## config.mk

```make
export PLATFORM = sky130hd
export DESIGN_NAME = id_stage_pipe
export DESIGN_NICKNAME = d
export VERILOG_FILES = /design/src/rtl/id_stage_pipe.sv
export SDC_FILE = /design/constraint.sdc
export NUM_CORES = 1
export LEC_CHECK = 0
export CORE_UTILIZATION = 55
export CTS_CLUSTER_SIZE = 24
export DETAILED_ROUTE_END_ITERATION = 10
export PLACE_DENSITY = 0.8
export SYNTH_ARGS = -nofsm -noshare
export SYNTH_HDL_FRONTEND = slang
export SYNTH_SLANG_ARGS = --single-unit
```

## constraint.sdc

```tcl
create_clock -name clk -period 11.5 [get_ports clk]
set_input_delay 2.3 -clock clk [delete_from_list [all_inputs] [get_ports clk]]
set_output_delay 2.3 -clock clk [all_outputs]
set_load 0.03 [all_outputs]
```

## src/rtl/id_stage_pipe.sv

```systemverilog
`default_nettype none
//------------------------------------------------------------------------------
// id_stage_pipe : pipelined decode stage - register file, operand/immediate/target
//                 generation, valid/ready handshake and scoreboard hazard stall.
// Optional macro ID_BYPASS_EN enables same-cycle WB->ID forwarding.
// Revision: 1.0
//------------------------------------------------------------------------------
module id_stage_pipe #(
   parameter int DW      = 16,
   parameter int NREG    = 8,
   parameter bit R0_ZERO = 1'b1
) (
   input  logic          clk,
   input  logic          rst,
   input  logic          in_valid,
   output logic          in_ready,
   input  logic [15:0]   instruction,
   input  logic [DW-1:0] next_pc,
   input  logic [1:0]    ra_src,
   input  logic          rb_src,
   input  logic          reg_dst,
   input  logic          ext_op,
   input  logic          reg_wr,
   input  logic          use_a,
   input  logic          use_b,
   output logic          out_valid,
   input  logic          out_ready,
   output logic [3:0]    opcode,
   output logic          mode,
   output logic [2:0]    rw,
   output logic          wr_out,
   output logic [DW-1:0] bus_a,
   output logic [DW-1:0] bus_b,
   output logic [DW-1:0] imm_ext,
   output logic [DW-1:0] b_target,
   output logic [DW-1:0] jump_target,
   input  logic          wb_en,
   input  logic [2:0]    wb_addr,
   input  logic [DW-1:0] wb_data
);
   localparam int AW = $clog2(NREG);

   typedef enum logic [0:0] {EMPTY = 1'b0, FULL = 1'b1} state_t;
   state_t state, state_nx;

   logic [DW-1:0]   regs [NREG];
   logic [NREG-1:0] pend, pend_nx;
   logic [AW-1:0]   ra, rb, rw_idx, wb_idx;
   logic [DW-1:0]   rd_a, rd_b, imm_w;
   logic            busy_a, busy_b, hazard, accept, wb_we;

   assign wb_idx = wb_addr[AW-1:0];
   assign wb_we  = wb_en & ~(R0_ZERO && wb_idx == '0);

   always_comb begin
      case (ra_src)
         2'd0:    ra = instruction[6 +: AW];
         2'd1:    ra = '1;
         default: ra = '0;
      endcase
      rb     = rb_src  ? instruction[9 +: AW] : instruction[3 +: AW];
      rw_idx = reg_dst ? '1 : instruction[9 +: AW];
   end

   // Operand read; with forwarding, a matching write-back supplies data and clears the hazard.
   always_comb begin
      rd_a   = regs[ra];
      rd_b   = regs[rb];
      busy_a = pend[ra];
      busy_b = pend[rb];
`ifdef ID_BYPASS_EN
      if (wb_en && wb_idx == ra) begin
         rd_a   = wb_data;
         busy_a = 1'b0;
      end
      if (wb_en && wb_idx == rb) begin
         rd_b   = wb_data;
         busy_b = 1'b0;
      end
`endif
      if (R0_ZERO && ra == '0) begin
         rd_a   = '0;
         busy_a = 1'b0;
      end
      if (R0_ZERO && rb == '0) begin
         rd_b   = '0;
         busy_b = 1'b0;
      end
   end

   assign hazard   = (use_a & busy_a) | (use_b & busy_b);
   assign in_ready = ~rst & (~out_valid | out_ready) & ~hazard;
   assign accept   = in_valid & in_ready;
   assign out_valid = (state == FULL);

   assign imm_w = ext_op ? {{(DW-5){instruction[4]}}, instruction[4:0]}
                         : {{(DW-5){1'b0}}, instruction[4:0]};

   // A set on accept overrides a same-cycle write-back clear.
   always_comb begin
      pend_nx = pend;
      if (wb_en)
         pend_nx[wb_idx] = 1'b0;
      if (accept && reg_wr && !(R0_ZERO && rw_idx == '0))
         pend_nx[rw_idx] = 1'b1;
   end

   always_ff @(posedge clk or posedge rst) begin
      if (rst)
         pend <= '0;
      else
         pend <= pend_nx;
   end

   always_ff @(posedge clk or posedge rst) begin
      if (rst) begin
         for (int i = 0; i < NREG; i++)
            regs[i] <= '0;
      end else if (wb_we) begin
         regs[wb_idx] <= wb_data;
      end
   end

   always_ff @(posedge clk or posedge rst) begin
      if (rst)
         state <= EMPTY;
      else
         state <= state_nx;
   end

   always_comb begin
      state_nx = state;
      case (state)
         EMPTY:   if (accept) state_nx = FULL;
         FULL:    if (!accept && out_ready) state_nx = EMPTY;
         default: state_nx = EMPTY;
      endcase
   end

   always_ff @(posedge clk or posedge rst) begin
      if (rst) begin
         opcode      <= '0;
         mode        <= 1'b0;
         rw          <= '0;
         wr_out      <= 1'b0;
         bus_a       <= '0;
         bus_b       <= '0;
         imm_ext     <= '0;
         b_target    <= '0;
         jump_target <= '0;
      end else if (accept) begin
         opcode      <= instruction[15:12];
         mode        <= instruction[11];
         rw          <= 3'(rw_idx);
         wr_out      <= reg_wr;
         bus_a       <= rd_a;
         bus_b       <= rd_b;
         imm_ext     <= imm_w;
         b_target    <= next_pc + imm_w;
         jump_target <= {next_pc[DW-1:10], instruction[8:0], 1'b0};
      end
   end

endmodule
`default_nettype wire

```

# --- Word level (Yosys, flattened, before mapping) ---
# Index checks and enable logic that the tools add are counted.
# W data, S select, Z words.
totals:
  inputBits: 64
  ff_bits: 225
classes:
  n_lt_le_gt_ge: 10
  n_bitwise: 18
  n_reduce_logical: 13
  muxes: 30
  n_eq_ne: 1
  n_addsub: 1
ops:
  columns: ["operator", "count"]
  rows:
  - ["$bwmux W128", 1]
  - ["$mux W16", 8]
  - ["$bmux W16 S3", 2]
  - ["$demux W16 S3", 1]
  - ["$add A16 B16 Y16", 1]
  - ["$lt A3 B4 Y1 const B", 4]
  - ["$mux W8", 2]
  - ["$ge A4 B4 Y1 const B", 3]
  - ["$logic_not A3 Y1", 4]
  - ["$not A3 Y4", 3]
  - ["$and A8 B8 Y8", 1]
  - ["$mux W1", 8]
  - ["$not A8 Y8", 1]
  - ["$or A8 B8 Y8", 1]
  - ["$and A1 B1 Y1", 6]
  - ["$bmux W1 S3", 2]
  - ["$demux W1 S3", 2]
  - ["$ge A3 B1 Y1 const B", 2]
  - ["$logic_and A1 B1 Y1", 6]
  - ["$mux W3", 2]
  - ["$pmux W3 S2", 1]
  - ["$lt A4 B1 Y1 const B", 1]
  - ["$not A1 Y1", 4]
  - ["$eq A2 B1 Y1 const B", 1]
  - ["other kinds (4)", 6]

# --- Logic depth before layout (Yosys ltp) ---
depth:
  depth_word: 14
  ltp_mapped: 10
  ltp_nobuf: 9

# --- Worst setup path before layout ---
# OpenSTA, ideal clock, no wires.
synth_timing:
  path_type: "in2out"
  startpoint: "input port rb_src"
  endpoint: "output port in_ready"
  arrival_ns: 4.350
  n_path_buf: 3
  t_required_ns: 9.200
  setup_slack_ns: 4.850
  path_stages: 8
  path_cell_list: "buf_6 mux2i_2 mux4_2 nor2b_4 o21a_4 buf_6 clkbuf_1 nor2_1"
synth_via:
  elab_chain_len: 8
synth_rtl:
  columns: ["element", "line_no", "source"]
  rows:
  - ["start, declared", "20", "input logic rb_src,"]
  - ["$mux W3 (*)", "61", "rb = rb_src ? instruction[9 +: AW] : instruction[3 +: AW];"]
  - ["$bmux W1 S3", "70", "busy_b = pend[rb];"]
  - ["$mux W1 (not written as such)", "70", null]
  - ["$mux W1 (*)", "85", "if (R0_ZERO && rb == '0) begin"]
  - ["$and A1 B1 Y1 (*)", "91", "assign hazard = (use_a & busy_a) | (use_b & busy_b);"]
  - ["$or A1 B1 Y1 (*)", "91", null]
  - ["$not A1 Y1 (*)", "92", "assign in_ready = ~rst & (~out_valid | out_ready) & ~hazard;"]
  - ["$and A1 B1 Y1 (*)", "92", null]
  - ["end, declared", "16", "output logic in_ready,"]
# Mark *: on every way between the ends. The rest lies on a longest branch, timed or not. The select of a mux whose other input is x is not followed.

# --- Worst setup path after layout ---
# Ends and elaborated chain as after synthesis.

==> key figures <==
Yosys
  • Ys async rst share: between 90% and 100%
  • Post-Syn Area per Cell: 12.2 um2
  • Post-synth EDFFs: 0
  • Synth top area cells: dfrtp_1 48%, mux2_2 19%, mux4_2 5.6%
  • Cell taking the most area after synthesis: dfrtp_1
  • Yosys warns: 0
  • Area share of the largest cell type after synthesis: 47.6%
  • Most used flip-flop cell after synthesis: dfrtp_1
  • Synth cell types: 63
  • Yosys reg bits: 193
  • Register area share after synthesis: 47.6%
  • Mapped Area: roughly 10000 um2
  • Synthesized Nets: between 900 and 1000
  • Cell count after synthesis: about 830

Drt
  • Starting DRC count in detailed routing: 783
  • Total wire length: around 26 mm
  • DR DRC count: 0
  • ANT nets after route: 0
  • Routed wire per std cell: between 20 and 25 um
  • 1st-pass router iterations: 6
  • Routed via count: ~7500
  • Vias per std cell: 6.35

Clocking
  • Resized cells post-CTS: 0
  • Post-CTS setup buffer count: 0
  • Hold_buf cts: 0
  • CTS buffer count: 17
  • Worst skew pair latency: 440 ps
  • H-tree levels: 4
  • CTS Root Cell: clkbuf_16
  • Worst-case clock buffer depth: 2
  • CTS tree: yes
  • Clock Pin Slew Worst Setup and Hold Paths: ~70 ps
  • Sink Count: ~190

Floorplanning
  • Starting Density: between 50% and 60%
  • Die Ht: approximately 140 um
  • Die W: 138 um
  • Die Footprint: between 15000 and 20000 um2
  • Core area: 18000 um2
  • IO Count: about 160
  • Rows: roughly 50

Place
  • Placed Area: roughly 12000 um2
  • # port buffers: around 150
  • GPL Wtd Cong: roughly 0.85
  • Placed insts: approximately 1200
  • Setup WS pre-CTS: between 3000 and 4000 ps
  • Hpwl dp: 17.0 mm

Outcome
  • Result of the run: finished, final reports clean

STA
  • Clock skew: about 9.4 ps
  • RSZ-0062 raised after global routing: no
  • Peak Freq: around 130 MHz
  • Worst rel slew slack: 18.2%
  • Setup_tns: 0 ps
  • Period minus WS final: 7880 ps
  • Final setup fails: 0
  • Final Hold Slack: a little over 500 ps
  • Fin. Hold Viols: 0
  • Fin. max-slew vios: 0
  • Slew @ Worst Pin: between 1000 and 1500 ps
  • Fin crit share: ~68%
  • Setup WS post-layout: about 3600 ps

Global route
  • Pin count of the biggest net entering global routing: around 130
  • GRT Total Usage: 28.4%
  • Total grt overflow: 0
  • First-pass GRT wire length: around 40 mm
  • Initial antenna violation count: 1
  • Number of global-route vias before repair: 7265

Layout
  • Area delta synth->final: 21.8%
  • Post-Layout Cell Count: between 1000 and 1500
  • Final Util: ~69%
  • Post-route cell area: between 10000 and 15000 um2
  • Layout cell share with drive strength beyond 1: between 20% and 30%
  • Nets: about 1000

Power and ir drop
  • Leakage: between 5 and 6 nW
  • Peak VDD IR: about 130 uV
  • Pwr Density: 199 nW/um2
  • Total power draw: 2.46 mW

Setup path
  • Worst r2r src: pend[5]$_DFF_PP0_
  • CP Data Arrival Time: approximately 5600 ps
  • Crit start category: input port
  • Worst Path Max Fanout: 36
  • Critical path data required time: between 9000 and 10000 ps
  • Capturing point of the worst reg2reg path: bus_b[8]$_DFFE_PP0P_
  • Worst reg2reg path depth: 8
  • Crit Path Class: input port to output port
  • Reg2reg setup slack: 8670 ps
  • Crit end category: output port

Worst hold path
  • Hold Path Class: flop to flop
  • WHS Endpoint: wr_out$_DFFE_PP0P_
  • Hold_sp: wr_out$_DFFE_PP0P_
  • Hold Crit Depth: 1

Flow run
  • Max-capacitance violation count: 0
report_power, final:
part | switching, mW | total, mW | internal [mW]
clock | 0.278 | 0.612 | 0.335
sequential | 0.131 | 0.988 | 0.857
combinational | 0.445 | 0.862 | 0.417
total | 0.855 | 2.46 | 1.61
cells by family (layout without fill, tap and decap cells):
family / count (synthesis) / count (layout) / share of synthesized area, %
other cells: 1 / 2 / 0.0370
flops: 193 / 193 / 47.6
mux: 215 / 215 / 26.5
simple gates: 114 / 114 / 5.47
buf+inv: 80 / 208 / 3.94
fa+ha+maj: 16 / 16 / 2.05
compound gates: 201 / 201 / 13.4
xor+xnor: 11 / 11 / 0.950
cells in the final DEF, fill, tap and decap left out, types with 17 or more instances in the layout:
cell / n
mux2_2: 167
mux4_2: 25
nor2_1: 33
nand2_1: 33
mux2i_1: 20
o21ai_0: 74
clkbuf_16: 17
dfrtp_1: 193
clkdlybuf4s50_1: 153
a21oi_1: 38
routing by layer:
layer	track usage (%)	vias up	routed length (um)
met3	5.48	52	1950
met5	0	-	0
met2	46.1	354	12600
li1	-	3341	-
met4	8.33	0	545
met1	38.8	3802	10900
worst max path at each step:
| stage | from | to | depth (start not counted) |
|---|---|---|---|
| finish | rb_src | in_ready | 8 |
| detailed placement | rb_src | in_ready | 8 |
| global placement | rb_src | in_ready | 8 |
| floorplan | rst | b_target[0]$_DFFE_PP0P_ | 1 |
| CTS | rb_src | in_ready | 8 |
| global route | rb_src | in_ready | 8 |
state kept, by name (all words and copies together), names as in the netlist, 3 cells and up:
name	flops
regs	112
b_target	16
bus_a	16
bus_b	16
jump_target	10
pend	7
imm_ext	6
opcode	4
rw	3
cells in the mapped netlist, drive strengths merged (2+ instances only):
| cell | instances |
|---|---|
| dfrtp | 193 |
| mux2 | 168 |
| o21ai | 75 |
| clkbuf | 39 |
| a21oi | 38 |
| nor2 | 36 |
| nand2 | 33 |
| buf | 31 |
| mux4 | 25 |
| mux2i | 22 |
| ha | 15 |
| a211oi | 11 |
| inv | 10 |
| a2111oi | 9 |
| a221oi | 9 |
| nor2b | 9 |
| xnor2 | 9 |
| a222oi | 8 |
| o41ai | 8 |
| a21o | 7 |
| a22o | 7 |
| nand3 | 7 |
| and2 | 6 |
| o21a | 5 |
| nand2b | 4 |
| nor3 | 4 |
| o22ai | 4 |
| or2 | 4 |
| o211ai | 3 |
| o31ai | 3 |
| a21boi | 2 |
| and3 | 2 |
| nand4 | 2 |
| nor3b | 2 |
| o31a | 2 |
| xor2 | 2 |
critical path: stages:
cell and delay [ps]:
clkdlybuf4s50_1 710, mux2i_4 280, buf_4 560, mux4_2 410, nor2b_4 140, o21a_4 320, nor2_1 140, clkdlybuf4s50_1 700
cell type report:
cell class	count	area, um2
clock inverters	14	168
repair buffers	166	1630
inverters	10	45.0
flip-flops and latches	193	4830
multi-input cells	558	4950
clock buffers	18	439
diodes	1	2.50
well taps	229	287
fillers	1307	5670
(Power assumes the default switching activity.)
